File: config.mk
export PLATFORM = sky130hd
export DESIGN_NAME = mem_arbiter_flat
export DESIGN_NICKNAME = d
export VERILOG_FILES = /design/src/rtl/mem_arbiter_if.sv /design/src/rtl/mem_arbiter.sv /design/src/flat_wrapper.sv
export SDC_FILE = /design/constraint.sdc
export NUM_CORES = 1
export LEC_CHECK = 0
export ABC_CLOCK_PERIOD_IN_PS = 5750
export BUFFER_PORTS_ARGS = -buffer_cell sky130_fd_sc_hd__buf_2
export CAP_MARGIN = 5
export CORE_ASPECT_RATIO = 0.75
export CORE_MARGIN = 1
export CORE_UTILIZATION = 50
export CTS_CLUSTER_SIZE = 28
export DETAILED_ROUTE_END_ITERATION = 12
export GPL_ROUTABILITY_DRIVEN = 1
export PLACE_DENSITY = 0.84
export SYNTH_ARGS = -nofsm -noshare
export SYNTH_HDL_FRONTEND = slang
export SYNTH_SLANG_ARGS = --single-unit
File: constraint.sdc
create_clock -name clk -period 5.75 [get_ports clk]
set_clock_uncertainty 0.1 [all_clocks]
set_input_delay 0.8625 -clock clk [delete_from_list [all_inputs] [get_ports clk]]
set_output_delay 0.8625 -clock clk [all_outputs]
set_load 0.02 [all_outputs]
File: src/rtl/mem_arbiter_if.sv
// Request/response bundle between the core's fetch and load/store paths, the arbiter and the RAM.
// The arbiter connects through the master modport; the core/RAM side uses the slave modport.
interface mem_arbiter_if #(
    parameter int ADDR_W = 32,
    parameter int DATA_W = 32
);
    logic              i_req;
    logic [ADDR_W-1:0] i_addr;
    logic              i_flush;
    logic              i_gnt;
    logic              i_ack;
    logic [DATA_W-1:0] i_rdata;

    logic              d_req;
    logic              d_we;
    logic [ADDR_W-1:0] d_addr;
    logic [DATA_W-1:0] d_wdata;
    logic [3:0]        d_wstrb;
    logic              d_gnt;
    logic              d_ack;
    logic [DATA_W-1:0] d_rdata;

    logic              m_en;
    logic              m_we;
    logic [ADDR_W-1:0] m_addr;
    logic [DATA_W-1:0] m_wdata;
    logic [3:0]        m_wstrb;
    logic [DATA_W-1:0] m_rdata;

    modport master (
        input  i_req, i_addr, i_flush,
        output i_gnt, i_ack, i_rdata,
        input  d_req, d_we, d_addr, d_wdata, d_wstrb,
        output d_gnt, d_ack, d_rdata,
        output m_en, m_we, m_addr, m_wdata, m_wstrb,
        input  m_rdata
    );

    modport slave (
        output i_req, i_addr, i_flush,
        input  i_gnt, i_ack, i_rdata,
        output d_req, d_we, d_addr, d_wdata, d_wstrb,
        input  d_gnt, d_ack, d_rdata,
        input  m_en, m_we, m_addr, m_wdata, m_wstrb,
        output m_rdata
    );
endinterface

File: src/rtl/mem_arbiter.sv
// Round-robin arbiter sharing one RAM port between instruction fetch and load/store,
// one access in flight at a time, with squashable fetch responses.
//
//  state | meaning
//  IDLE  | no access in flight; grants the round-robin winner
//  ISSUE | m_en strobe with the latched request fields
//  WAIT  | counting down the remaining RAM latency
//  RESP  | m_rdata valid; ack to the owner unless the fetch was killed
module mem_arbiter #(
    parameter int ADDR_W  = 32,
    parameter int DATA_W  = 32,
    parameter int RAM_LAT = 1
) (
    input  logic          clk,
    input  logic          reset_n,
    mem_arbiter_if.master bus
);
    typedef enum logic [1:0] {
        IDLE  = 2'd0,
        ISSUE = 2'd1,
        WAIT  = 2'd2,
        RESP  = 2'd3
    } state_t;

    localparam logic [2:0] LAT_LOAD = 3'(RAM_LAT - 1);

    state_t            state;
    logic              last_d;
    logic              kill;
    logic              own_d;
    logic              own_we;
    logic [2:0]        lat_cnt;

    logic              m_en_q;
    logic              m_we_q;
    logic [ADDR_W-1:0] m_addr_q;
    logic [DATA_W-1:0] m_wdata_q;
    logic [3:0]        m_wstrb_q;
    logic [DATA_W-1:0] i_rdata_q;
    logic [DATA_W-1:0] d_rdata_q;

    logic              idle;
    logic              grant_i;
    logic              grant_d;
    logic              resp_i;
    logic              resp_d;
    logic [DATA_W-1:0] i_rdata_nxt;
    logic [DATA_W-1:0] d_rdata_nxt;

    assign idle    = (state == IDLE);
    // On a tie the fetch wins unless it was the previous grantee.
    assign grant_i = idle && bus.i_req && (!bus.d_req || last_d);
    assign grant_d = idle && bus.d_req && !grant_i;

    // A flush arriving in the response cycle itself must still squash the ack.
    assign resp_i  = (state == RESP) && !own_d && !(kill || bus.i_flush);
    assign resp_d  = (state == RESP) && own_d;

    assign i_rdata_nxt = resp_i ? bus.m_rdata : i_rdata_q;
    assign d_rdata_nxt = resp_d ? (own_we ? '0 : bus.m_rdata) : d_rdata_q;

    always_ff @(posedge clk or negedge reset_n) begin
        if (!reset_n) begin
            state     <= IDLE;
            last_d    <= 1'b1;
            kill      <= 1'b0;
            own_d     <= 1'b0;
            own_we    <= 1'b0;
            lat_cnt   <= 3'd0;
            m_en_q    <= 1'b0;
            m_we_q    <= 1'b0;
            m_addr_q  <= '0;
            m_wdata_q <= '0;
            m_wstrb_q <= 4'd0;
            i_rdata_q <= '0;
            d_rdata_q <= '0;
        end else begin
            case (state)
                IDLE: begin
                    kill <= grant_i && bus.i_flush;
                    if (grant_i || grant_d) begin
                        own_d     <= grant_d;
                        own_we    <= grant_d && bus.d_we;
                        last_d    <= grant_d;
                        m_en_q    <= 1'b1;
                        m_we_q    <= grant_d && bus.d_we;
                        m_addr_q  <= grant_d ? bus.d_addr : bus.i_addr;
                        m_wdata_q <= (grant_d && bus.d_we) ? bus.d_wdata : '0;
                        m_wstrb_q <= (grant_d && bus.d_we) ? bus.d_wstrb : 4'd0;
                        state     <= ISSUE;
                    end
                end
                ISSUE: begin
                    m_en_q    <= 1'b0;
                    m_we_q    <= 1'b0;
                    m_addr_q  <= '0;
                    m_wdata_q <= '0;
                    m_wstrb_q <= 4'd0;
                    lat_cnt   <= LAT_LOAD;
                    if (!own_d && bus.i_flush) begin
                        kill <= 1'b1;
                    end
                    state <= (RAM_LAT <= 1) ? RESP : WAIT;
                end
                WAIT: begin
                    lat_cnt <= lat_cnt - 3'd1;
                    if (!own_d && bus.i_flush) begin
                        kill <= 1'b1;
                    end
                    if (lat_cnt <= 3'd1) begin
                        state <= RESP;
                    end
                end
                RESP: begin
                    i_rdata_q <= i_rdata_nxt;
                    d_rdata_q <= d_rdata_nxt;
                    kill      <= 1'b0;
                    state     <= IDLE;
                end
                default: state <= IDLE;
            endcase
        end
    end

    assign bus.i_gnt   = grant_i;
    assign bus.d_gnt   = grant_d;
    assign bus.i_ack   = resp_i;
    assign bus.d_ack   = resp_d;
    assign bus.i_rdata = i_rdata_nxt;
    assign bus.d_rdata = d_rdata_nxt;
    assign bus.m_en    = m_en_q;
    assign bus.m_we    = m_we_q;
    assign bus.m_addr  = m_addr_q;
    assign bus.m_wdata = m_wdata_q;
    assign bus.m_wstrb = m_wstrb_q;
endmodule

File: src/flat_wrapper.sv
// flat-port wrapper written by rule: the top's interface ports become plain ports
module mem_arbiter_flat 
#(
    parameter int ADDR_W  = 32,
    parameter int DATA_W  = 32,
    parameter int RAM_LAT = 1
)
  (clk, reset_n, bus_i_req, bus_i_addr, bus_i_flush, bus_i_gnt, bus_i_ack, bus_i_rdata, bus_d_req, bus_d_we, bus_d_addr, bus_d_wdata, bus_d_wstrb, bus_d_gnt, bus_d_ack, bus_d_rdata, bus_m_en, bus_m_we, bus_m_addr, bus_m_wdata, bus_m_wstrb, bus_m_rdata);
  mem_arbiter_if #(.ADDR_W(ADDR_W), .DATA_W(DATA_W)) bus_i ();
  input  logic clk;
  input  logic reset_n;
  input wire logic [$bits(bus_i.i_req)-1:0] bus_i_req;
  input wire logic [$bits(bus_i.i_addr)-1:0] bus_i_addr;
  input wire logic [$bits(bus_i.i_flush)-1:0] bus_i_flush;
  output wire logic [$bits(bus_i.i_gnt)-1:0] bus_i_gnt;
  output wire logic [$bits(bus_i.i_ack)-1:0] bus_i_ack;
  output wire logic [$bits(bus_i.i_rdata)-1:0] bus_i_rdata;
  input wire logic [$bits(bus_i.d_req)-1:0] bus_d_req;
  input wire logic [$bits(bus_i.d_we)-1:0] bus_d_we;
  input wire logic [$bits(bus_i.d_addr)-1:0] bus_d_addr;
  input wire logic [$bits(bus_i.d_wdata)-1:0] bus_d_wdata;
  input wire logic [$bits(bus_i.d_wstrb)-1:0] bus_d_wstrb;
  output wire logic [$bits(bus_i.d_gnt)-1:0] bus_d_gnt;
  output wire logic [$bits(bus_i.d_ack)-1:0] bus_d_ack;
  output wire logic [$bits(bus_i.d_rdata)-1:0] bus_d_rdata;
  output wire logic [$bits(bus_i.m_en)-1:0] bus_m_en;
  output wire logic [$bits(bus_i.m_we)-1:0] bus_m_we;
  output wire logic [$bits(bus_i.m_addr)-1:0] bus_m_addr;
  output wire logic [$bits(bus_i.m_wdata)-1:0] bus_m_wdata;
  output wire logic [$bits(bus_i.m_wstrb)-1:0] bus_m_wstrb;
  input wire logic [$bits(bus_i.m_rdata)-1:0] bus_m_rdata;
  assign bus_i.i_req = bus_i_req;
  assign bus_i.i_addr = bus_i_addr;
  assign bus_i.i_flush = bus_i_flush;
  assign bus_i_gnt = bus_i.i_gnt;
  assign bus_i_ack = bus_i.i_ack;
  assign bus_i_rdata = bus_i.i_rdata;
  assign bus_i.d_req = bus_d_req;
  assign bus_i.d_we = bus_d_we;
  assign bus_i.d_addr = bus_d_addr;
  assign bus_i.d_wdata = bus_d_wdata;
  assign bus_i.d_wstrb = bus_d_wstrb;
  assign bus_d_gnt = bus_i.d_gnt;
  assign bus_d_ack = bus_i.d_ack;
  assign bus_d_rdata = bus_i.d_rdata;
  assign bus_m_en = bus_i.m_en;
  assign bus_m_we = bus_i.m_we;
  assign bus_m_addr = bus_i.m_addr;
  assign bus_m_wdata = bus_i.m_wdata;
  assign bus_m_wstrb = bus_i.m_wstrb;
  assign bus_i.m_rdata = bus_m_rdata;
  mem_arbiter #(.ADDR_W(ADDR_W), .DATA_W(DATA_W), .RAM_LAT(RAM_LAT)) u_core (.clk(clk), .reset_n(reset_n), .bus(bus_i));
endmodule
==> results.py <==
metrics = {
    "run_status": {
        "status": "completed",
    },
    "synth": {
        "yosysWarnings": 0,
        "ys_dominant_reg_cell": "dfrtp_1",
        "synth-edff-count": 0,
        "synth_area_per_cell_um2": 12.11,
        "seq_area_frac_synth_pct": 56.19,
        "ys_ff_latch": 143,
        "ys_async_sr_fraction_pct": 100.0,
        "syn_area_mm2": 0.006371,
        "yosys.cell_types.count": 27,
        "syn_nets": 670,
        "synth_cells": 526,
        "yosysTopAreaCell": "dfrtp_1",
        "yosys.area.top_type_share_pct": 55.77,
        "synth_area_leaders": "dfrtp_1, mux2_2, o21ai_0",
    },
    "worst_setup_path": {
        "crit_family": "buffers and inverters",
        "cp-startpoint": "bus_i_flush",
        "path_cells": "buf_2 > nor4b_2 > buf_4 > mux2_2 > buf_2",
        "r2r-start": "u_core.state[0]",
        "cp_data_arrival_time_ns": 2.49,
        "critPathRequiredTime_ns": 4.79,
        "slowest_stage": "buf_4",
        "path_class": "in2out",
        "crit_path_max_incr_delay_ns": 0.66,
        "cp_num_buf_inv": 3,
        "cp-start-kind": "input pin",
        "crit_fanout": 65,
        "path_common_cell": "buf_2",
        "end_kind": "primary output",
    },
    "route": {
        "wl_per_cell_um": 16.55,
        "drt.antenna.violating_nets": 0,
        "vias": 5107,
        "initialDrtViolationCount": 220,
        "drtPass1Iterations": 4,
        "drc": 0,
        "avgViaCountPerCell": 5.298,
        "routed_wl_um": 15950,
    },
    "clocking": {
        "cts.clk_slew.worst_paths_ns": 0.06,
        "cts_resized": 0,
        "cts.sink_count": 143,
        "cts_max_level": 4,
        "ctsHoldBuffers": 0,
        "cts_buffer_depth": 2,
        "cts_buffers": 17,
        "cts_setup_buffers": 0,
        "clock_latency_ns": 0.41,
        "root_buffer": "clkbuf_16",
        "tritoncts": "built",
    },
    "floorplanning": {
        "die_h_um": 99.76,
        "pin_count": 276,
        "die_w_um": 132.3,
        "initial_utilization_pct": 51.59,
        "die-area_mm2": 0.01320,
        "core_mm2": 0.01235,
        "rows": 35,
    },
    "run": {
        "max-cap-violations": 0,
    },
    "final_layout": {
        "layout-drive-gt1-share_pct": 47.49,
        "finalNetCount": 931,
        "final_cell_mix": "buf_2, dfrtp_1, o21ai_0",
        "mostFrequentLayoutCell": "buf_2",
        "syn2layout_area_growth_pct": 32.11,
        "multi_input_area_mm2": 0.002594,
        "fill_cells": 919,
        "regArea_mm2": 0.003580,
        "n_antenna_cell": 0,
    },
    "sta": {
        "worst_pin_slew_ns": 1.043,
        "hold_viol_final": 0,
        "relSlewSlack_pct": 30.45,
        "period_needed_ns": 3.454,
        "tns_ns": 0,
        "fmax_mhz": 289.6,
        "slew_viol_final": 0,
        "rsz0062_at_grt": "false",
        "setup_ws_ns": 2.296,
        "fin_crit_sh_pct": 60.06,
        "setup-violations-final": 0,
    },
    "place": {
        "gp_congestion": 0.8459,
        "io_buffers": 275,
        "dpl_worst_slack_ns": 2.291,
        "dp_hpwl_um": 11290,
    },
    "grt": {
        "grt_antenna_before_repair": 1,
        "grtUsageTotal_pct": 24.61,
        "grt_use_met3_pct": 9.021,
        "grt_max_degree": 81,
        "grt_use_met1_pct": 29.67,
        "grt_util_met2_pct": 40.49,
        "overflow": 0,
        "grt_pass1_vias": 4914,
        "grt_pass1_wl_um": 24940,
        "busiest_layer": "met2",
    },
    "worst_hold_path": {
        "holdCritPathClass": "in2async",
    },
    "power": {
        "p_leak_nw": 4.548,
        "power.density_mw_per_mm2": 581.6,
        "ir_drop_uv": 250.8,
    },
}
[through the flow]
step | std cells | hold WS [ns] | utilization, % | area (um2) | total power, mW
2_1_floorplan | 526 | 0.3387 | - | 6371 | 3.093
3_3_place_gp | 934 | 0.3507 | 63.48 | 7839 | 3.732
3_5_place_dp | 934 | 0.3621 | 63.48 | 7839 | 3.823
4_1_cts | 964 | 0.3749 | 68.16 | 8417 | 4.933
5_1_grt | 964 | 0.3919 | 68.16 | 8417 | 5.190
6_report | 964 | 0.3725 | 68.16 | 8417 | 4.895
[sequential cells by signal (all words and copies together), names as in the netlist]
signal,cells
u_core.bus.m_we,1
u_core.bus.m_wstrb,4
u_core.last_d,1
u_core.own_d,1
u_core.lat_cnt,3
u_core.i_rdata_q,32
u_core.bus.m_addr,32
u_core.d_rdata_q,32
u_core.bus.m_en,1
u_core.own_we,1
u_core.bus.m_wdata,32
u_core.kill,1
u_core.state,2
[power breakdown]
part | internal (mW) | total [mW] | switching, mW
sequential | 1.40 | 1.61 | 0.211
clock | 0.678 | 1.09 | 0.413
combinational | 0.833 | 2.20 | 1.36
total | 2.91 | 4.90 | 1.99
[cell families (layout without fill, tap and decap cells)]
| group | count (synthesis) | in the layout | share of synthesized area [%] |
|---|---|---|---|
| mux | 98 | 98 | 16.65 |
| compound gates | 149 | 149 | 16.03 |
| fa+ha+maj | 6 | 6 | 1.178 |
| buf+inv | 48 | 320 | 3.437 |
| simple gates | 82 | 82 | 6.520 |
| flops | 143 | 143 | 56.19 |
[final timing paths]
path,end,cells after the start,slack (ns)
max in group asynchronous,u_core.lat_cnt[0],2,3.84
hold / removal,u_core.d_rdata_q[16],1,0.37
min in group clk,u_core.d_rdata_q[12],2,0.37
hold reg to reg,u_core.d_rdata_q[12],2,0.37
setup / recovery,bus_i_rdata[2],5,2.30
setup reg to reg,u_core.bus.m_wdata[26],7,3.21
[layout make-up]
type	count	area share, %
clock inverter	10	1.680
clock buffer	20	5.188
inverter	10	0.4460
timing repair buffer	280	16.87
tap	166	2.468
sequential	143	42.53
multi-input combinational	335	30.82
[cell usage after synthesis, drive strengths merged (2+ instances only)]
| cell type | instances |
|---|---|
| inv | 10 |
| nand2 | 43 |
| nand2b | 32 |
| buf | 14 |
| ha | 6 |
| dfrtp | 142 |
| o2bb2ai | 33 |
| a21oi | 3 |
| a21o | 2 |
| clkbuf | 24 |
| mux2 | 64 |
| mux2i | 34 |
| nor2 | 2 |
| a22o | 37 |
| o21ai | 71 |
[routing by layer]
metal | share of wire, % | wire length, um
met1 | 41 | 6528
met2 | 50 | 7906
met3 | 7.6 | 1213
met4 | 1.9 | 306
met5 | 0 | 0
(Power assumes the default switching activity.)
